===== src/rtl/datapath_sequencer.sv =====
// Multi-cycle fetch/decode/execute sequencer for the 16-register ALU datapath.
// Owns every datapath write enable; strobes come straight from flops so they cannot glitch.
module datapath_sequencer #(
  parameter int unsigned PC_W          = 16,
  parameter int unsigned MULDIV_CYCLES = 4
) (
  input  logic            clk,
  input  logic            clr,
  input  logic            run,
  output logic            mem_rd,
  output logic [PC_W-1:0] mem_addr,
  input  logic            mem_ack,
  input  logic [31:0]     mem_rdata,
  output logic [31:0]     ir,
  output logic [4:0]      alu_op,
  output logic [3:0]      sel_a,
  output logic [3:0]      sel_b,
  output logic [14:0]     imm,
  output logic            use_imm,
  output logic [15:0]     reg_we,
  output logic            hi_we,
  output logic [PC_W-1:0] pc,
  output logic            busy,
  output logic            halted
);

  typedef enum logic [2:0] {
    StIdle, StFetch, StDecode, StExec, StWaitMd, StWb, StHalt
  } state_e;

  localparam logic [4:0]      OpMul  = 5'b01100;
  localparam logic [4:0]      OpDiv  = 5'b01101;
  localparam logic [4:0]      OpNop  = 5'b11110;
  localparam logic [4:0]      OpHalt = 5'b11111;
  localparam logic [3:0]      MdLast = 4'(MULDIV_CYCLES - 1);
  localparam logic [PC_W-1:0] PcOne  = {{(PC_W-1){1'b0}}, 1'b1};

  state_e            state_q, state_d;
  logic [PC_W-1:0]   pc_q, pc_d;
  logic [31:0]       ir_q, ir_d;
  logic [3:0]        cnt_q, cnt_d;
  logic [15:0]       reg_we_q, reg_we_d;
  logic              hi_we_q, hi_we_d;
  logic [4:0]        alu_op_q, alu_op_d;
  logic              mem_rd_q, busy_q, halted_q;

  logic [4:0] op_q, op_d;
  logic       md_q, md_d;

  assign op_q = ir_q[31:27];
  assign md_q = (op_q == OpMul) || (op_q == OpDiv);
  assign op_d = ir_d[31:27];
  assign md_d = (op_d == OpMul) || (op_d == OpDiv);

  always_comb begin
    state_d = state_q;
    pc_d    = pc_q;
    ir_d    = ir_q;
    cnt_d   = cnt_q;
    unique case (state_q)
      StIdle:   if (run) state_d = StFetch;
      StFetch: begin
        if (mem_ack) begin
          ir_d    = mem_rdata;
          pc_d    = pc_q + PcOne;
          state_d = StDecode;
        end
      end
      StDecode: begin
        if (op_q == OpHalt)     state_d = StHalt;
        else if (op_q == OpNop) state_d = StWb;
        else                    state_d = StExec;
      end
      StExec: begin
        if (md_q && (MULDIV_CYCLES > 1)) begin
          cnt_d   = MdLast;
          state_d = StWaitMd;
        end else begin
          state_d = StWb;
        end
      end
      // Counter reaches zero on the edge that leaves for WB.
      StWaitMd: begin
        cnt_d = cnt_q - 4'd1;
        if (cnt_q == 4'd1) state_d = StWb;
      end
      StWb:     state_d = run ? StFetch : StIdle;
      StHalt:   state_d = StHalt;
      default:  state_d = StIdle;
    endcase
  end

  // Outputs are computed for the next state and registered alongside it.
  always_comb begin
    reg_we_d = '0;
    hi_we_d  = 1'b0;
    alu_op_d = '0;
    if (state_d inside {StExec, StWaitMd, StWb}) alu_op_d = op_d;
    if ((state_d == StWb) && (op_d != OpNop)) begin
      if (ir_d[26:23] != 4'd0) reg_we_d[ir_d[26:23]] = 1'b1;
      hi_we_d = md_d;
    end
  end

  always_ff @(posedge clk or negedge clr) begin
    if (!clr) begin
      state_q  <= StIdle;
      pc_q     <= '0;
      ir_q     <= '0;
      cnt_q    <= '0;
      reg_we_q <= '0;
      hi_we_q  <= 1'b0;
      alu_op_q <= '0;
      mem_rd_q <= 1'b0;
      busy_q   <= 1'b0;
      halted_q <= 1'b0;
    end else begin
      state_q  <= state_d;
      pc_q     <= pc_d;
      ir_q     <= ir_d;
      cnt_q    <= cnt_d;
      reg_we_q <= reg_we_d;
      hi_we_q  <= hi_we_d;
      alu_op_q <= alu_op_d;
      mem_rd_q <= (state_d == StFetch);
      busy_q   <= !((state_d == StIdle) || (state_d == StHalt));
      halted_q <= (state_d == StHalt);
    end
  end

  assign mem_rd   = mem_rd_q;
  assign mem_addr = pc_q;
  assign pc       = pc_q;
  assign ir       = ir_q;
  assign alu_op   = alu_op_q;
  assign sel_a    = ir_q[22:19];
  assign sel_b    = ir_q[18:15];
  assign imm      = ir_q[14:0];
  assign use_imm  = ir_q[31];
  assign reg_we   = reg_we_q;
  assign hi_we    = hi_we_q;
  assign busy     = busy_q;
  assign halted   = halted_q;

endmodule


===== config.mk =====
export PLATFORM = sky130hd
export DESIGN_NAME = datapath_sequencer
export DESIGN_NICKNAME = d
export VERILOG_FILES = /design/src/rtl/datapath_sequencer.sv
export SDC_FILE = /design/constraint.sdc
export NUM_CORES = 1
export LEC_CHECK = 0
export CAP_MARGIN = 20
export CELL_PAD_IN_SITES_DETAIL_PLACEMENT = 1
export CELL_PAD_IN_SITES_GLOBAL_PLACEMENT = 1
export CORE_UTILIZATION = 35
export CTS_CLUSTER_DIAMETER = 120
export DETAILED_ROUTE_END_ITERATION = 8
export GPL_TIMING_DRIVEN = 0
export PLACE_DENSITY = 0.92
export SETUP_SLACK_MARGIN = 0.2
export SYNTH_ARGS = -nofsm -noshare
export SYNTH_HDL_FRONTEND = slang
export SYNTH_SLANG_ARGS = --single-unit
export TNS_END_PERCENT = 1

===== constraint.sdc =====
create_clock -name clk -period 2.9 [get_ports clk]
set_input_delay 0.29 -clock clk [delete_from_list [all_inputs] [get_ports clk]]
set_output_delay 0.29 -clock clk [all_outputs]
set_load 0.005 [all_outputs]

# Word-level counts from Yosys, hierarchy flattened
# Index checks and enable logic that the tools add are counted.
# totals
ram_bits	0
latch_bits	0
romBits	0
word_cells	66
n_memories	0
reg_bits	80
out_inout_bits	113
input_bits	36
# op_classes
magnitude_cmp	2
n_addsub	2
multipliers	0
shift	0
eq_ne	20
muxes	18
n_reduce_logical	13
div_mod_pow	0
bitwise	0
# ops
operator	count
32-bit two-way mux	2
16-bit two-way mux	2
3-bit one-hot mux with 7 select lines	1
5-bit by 4-bit equality test with 1-bit output, second input constant	4
3-bit equality test, second input constant	6
16-bit by 1-bit adder with 16-bit output, second input constant	1
3-bit two-way mux	5
5-bit equality test, second input constant	2
3-bit by 2-bit equality test with 1-bit output, second input constant	3
4-bit one-hot mux with 2 select lines	1
3-bit by 1-bit equality test with 1-bit output, second input constant	2
3-bit zero test	2
4-bit by 5-bit less-than comparator with 1-bit output, second input constant	1
5-bit two-way mux	1
5-bit != test, second input constant	1
1-bit demux with 4-bit select	1
4-bit by 1-bit equality test with 1-bit output, second input constant	1
4-bit by 1-bit greater-or-equal comparator with 1-bit output, second input constant	1
1-bit two-way mux	4
4-bit two-way mux	1
2-bit AND reduction	2
4-bit nonzero test	1
4-bit by 1-bit subtractor with 4-bit output, second input constant	1
1-bit logical OR	3
other kinds (5)	6

# Logic depth before layout (Yosys ltp)
# logic_depth
word_depth	8
depth_mapped	8
depth_no_buf	7

# Least setup slack after synthesis
# Ideal clock, no wire load.
# synth_timing
path_type	flip-flop to flip-flop
start	register state_q[2]
end	register pc_q[15], in the netlist mem_addr[15]
path_buffers	2
path_stages_with_launch	8
setup_ns	0.079
arrival_ns	1.720
period_less_slack_ns	1.799
slack_ns	1.101
required_ns	2.821
path_cell_list	dfrtp_1 buf_6 and4bb_1 buf_4 nand4_4 or4_4 nor2_1 xor2_1
# synth_between
elab_chain_len	2
# synth_rtl
element	line_no	text
from (decl)	38	state_e state_q, state_d;
from (signal assigned)	107	state_q <= StIdle;
from (signal assigned)	118	state_q <= state_d;
3-bit by 1-bit equality test with 1-bit output	60	unique case (state_q)
2-bit AND reduction (no source line)	-	
to (signal assigned)	119	pc_q <= pc_d;
to (decl)	39	logic [PC_W-1:0] pc_q, pc_d;
# Every way passes these cells.
# A chain may end at the register's enable or synchronous reset.

# Worst setup path in the final report
# layout_timing
start	register state_q[2]
end	register reg_we_q[5], in the netlist reg_we[5]
# layout_between
elab_chain_len	8
word_cells_on_any_way	23
cone_classes	2 x order compare; 8 x eq/ne; 9 x mux; 4 x reduce/logical
# layout_rtl
element	line_no	text
3-bit by 1-bit equality test with 1-bit output	60	
32-bit two-way mux	60	
4-bit by 5-bit less-than comparator with 1-bit output (not written as such) / 4-bit by 1-bit greater-or-equal comparator with 1-bit output (equally long branches)	100	if (ir_d[26:23] != 4'd0) reg_we_d[ir_d[26:23]] = 1'b1;
1-bit logical AND (not written as such)	100	
1-bit two-way mux (not written as such)	100	
1-bit demux with 4-bit select	100	
16-bit two-way mux	100	
16-bit two-way mux (*)	99	if ((state_d == StWb) && (op_d != OpNop)) begin
via reg_we_d[5]	42	logic [15:0] reg_we_q, reg_we_d;
to (signal assigned)	122	reg_we_q <= reg_we_d;
to (decl)	42	
# The timed path passes the listed nets; every way through them passes the cells marked *.

==> flow_summary.yaml <==
global_routing:
  grtUsageTotal_pct: 19.0
  grt_max_degree: 66
  grt_pass1_wl_um: 15200
  grt-ovfl-total: 0
  grt_pass1_vias: 2987
  antenna_found_initial: 0
cts:
  postCtsSetupBuffers: 0
  clock_latency_ns: 0.35
  root_buffer: "clkbuf_8"
  clk_path_buf_depth: 2
  cts_sinks: 79
  path_clk_slew_ns: 0.08
  cts_made_buffers: 9
  h-tree-depth: 3
  ctsResizeCount: 0
  cts_tree: "built"
critical_path:
  critPathKind: "reg -> reg"
  crit_required_ns: 3.12
  slowest_delay_ns: 0.45
  start_kind: "flop"
  cp_max_fo: 10
  worstPathCellList: "buf_6 > and4bb_1 > buf_4 > clkbuf_1 > nor3b_1 > a31oi_1 > nor2_1"
  arrival_ns: 2.31
  regToRegStartpoint: "state_q[2]"
  end_kind: "flop"
  startpoint: "state_q[2]"
  slowest_stage: "clkbuf_1"
sta:
  finClkSkew_ns: 0.0109
  tightest_slew_ns: 0.539
  period_share_pct: 72.3
  hold_viol_final: 0
  rsz0062_at_grt: "no"
  period_needed_ns: 2.10
  relSlewSlack_pct: 64.1
  fmax_ghz: 0.477
  finalWorstSetupSlack_ns: 0.804
  slew_viol_final: 0
  finalSetupViolations: 0
power:
  p_total_uw: 5170
  p_per_area_nw_per_um2: 944
  intPower_uw: 3560
  swShare_pct: 31.1
  pwr-share-clk_pct: 17.5
  p_switching_uw: 1610
  ir_drop_uv: 438
  power_frac_seq_pct: 35.1
  combPwrFrac_pct: 47.4
  power.leakage_uw: 0.00239
finish:
  diodes: 0
  area_delta_synth_final_pct: 52.9
  drive_above_1_share_pct: 21.4
  nets: 506
synthesis:
  yosys_register_bits: 79
  synth-edff-count: 0
  ys.flop_type: "dfrtp_1"
  synth.distinct_cells: 45
  synthTopCellsByArea: "dfrtp_1 55%, mux2_2 9.7%, buf_4 8.8%, nor2_1 3.0%, xnor2_1 2.9%"
  yosysWarningCount: 0
  synth_area_um2: 3580
  synth_area_leader_cell: "dfrtp_1"
  synthArstFlopShare_pct: 100
  seq_area_frac_synth_pct: 55.1
  synth_fp_nets: 346
  yosysTopAreaCellShare_pct: 55.1
  avgSynthCellArea_um2: 11.7
  synth_cells: 307
  yosysMostFrequentCell: "dfrtp_1"
  synth_common_cells: "79 x dfrtp_1, 42 x buf_4, 31 x mux2_2"
place:
  dp.final_hpwl_um: 7570
  port_buffers: 147
  pre_cts_ws_ns: 0.568
  gp_congestion: 0.759
floorplanning:
  fp.dieArea_um2: 10700
  fp.dieW_um: 103
  die_h_um: 103
  ios: 149
  core_um2: 9860
  start_util_pct: 36.3
  rows: 36
hold_path:
  worstHoldPathType: "in -> async"
run:
  maxCapViolations: 0
detailed_routing:
  post_drt_wl_per_cell_um: 16.2
  viasPerCell: 4.62
  drc_errors: 0
  drt_iter0_drc: 32
  vias: 2794
  drt_wl_total_um: 9780
  ant_nets: 0
  dr.pass1.iters: 3
status:
  outcome: "complete, no violations"
[critical path: cells and delay by family, from the launching register on]
kind	cells	cell delay, ns
buf+inv	3	0.77
simple gates	3	0.45
flops	1	0.39
compound gates	1	0.35
[per-stage QoR]
stage                     hold WS, ns  util [%]  setup TNS [ns]  area (µm²)  cells
after floorplan              -0.00559         -               0        3580    307
after global placement          0.488      52.9          -98.09        5220    587
after detailed placement        0.174      53.2               0        5250    588
after CTS                       0.346      55.6               0        5480    605
after global routing            0.404      55.6               0        5480    605
final                           0.387      55.6               0        5480    605
[sequential cells by signal, summed over array words and instances (netlist names)]
name / count
hi_we: 1
alu_op: 5
ir: 32
reg_we: 15
busy: 1
mem_rd: 1
cnt_q: 4
halted: 1
state_q: 3
mem_addr: 16
[area by class of cell]
cell class	instances	area [µm²]
well taps	133	166
clock inverters	5	81.3
clock buffers	11	141
repair buffers	149	1510
plain buffers	52	367
flip-flops and latches	79	1980
inverters	10	37.5
multi-input cells	166	1200
fillers	1042	4380
[cells by family (layout without fill, tap and decap cells)]
group           after synthesis  in the layout  synth area share (%)
simple gates                 93             93                  14.0
flops                        79             79                  55.1
buf+inv                      62            227                  11.3
mux                          33             33                  10.3
compound gates               19             19                  3.94
xor+xnor                     17             17                  4.15
fa+ha+maj                     3              3                  1.05
other cells                   1              1                 0.105
[metal layers]
metal | vias up | track usage [%] | wire, µm
li1 | 1311 | - | -
met1 | 1363 | 21.7 | 4030
met2 | 108 | 34.3 | 4850
met3 | 12 | 4.84 | 765
met4 | 0 | 7.26 | 138
met5 | - | 0 | 0
[worst paths after layout]
check,end,slack (ns),cells past startpoint
min in group clk,mem_addr[15],0.52,1
max in group asynchronous,ir[3],1.93,3
setup reg to reg,reg_we[5],0.80,7
hold / removal,ir[19],0.39,2
hold reg to reg,mem_addr[15],0.52,1
setup / recovery,reg_we[5],0.80,7
[power groups by stage]
stage          sequential, µW  clock (µW)  combinational, µW
2_1_floorplan            1780           0               1130
3_3_place_gp             1800           0               2370
3_5_place_dp             1840           0               2480
4_1_cts                  1820         936               2490
5_1_grt                  1870         969               2690
6_report                 1820         904               2450
[placed cells by master, fill, tap and decap left out, drive strengths merged, types with 2 or more instances in the layout]
cell type and instances:
or2 2, buf 50, a21oi 4, clkdlybuf4s50 146
o22ai 2, xnor2 12, xor2 5, nor3b 4
nand2b 5, clkinv 2, nand4 4, and3 2
inv 10, nor4 4, nand3 7, nor3 6
dfrtp 79, o21ai 2, mux2 31, mux2i 2
bufinv 2, nand2 17, clkbuf 15, ha 3
nor2 29, nor2b 3, a31oi 4, nor4b 2
[timing repair]
item                                    4_1_cts  5_1_grt
endpoints found under the hold margin        14        0
endpoints found under the setup margin        0        0
hold buffers                                  1        0
(Power assumes the default switching activity.)
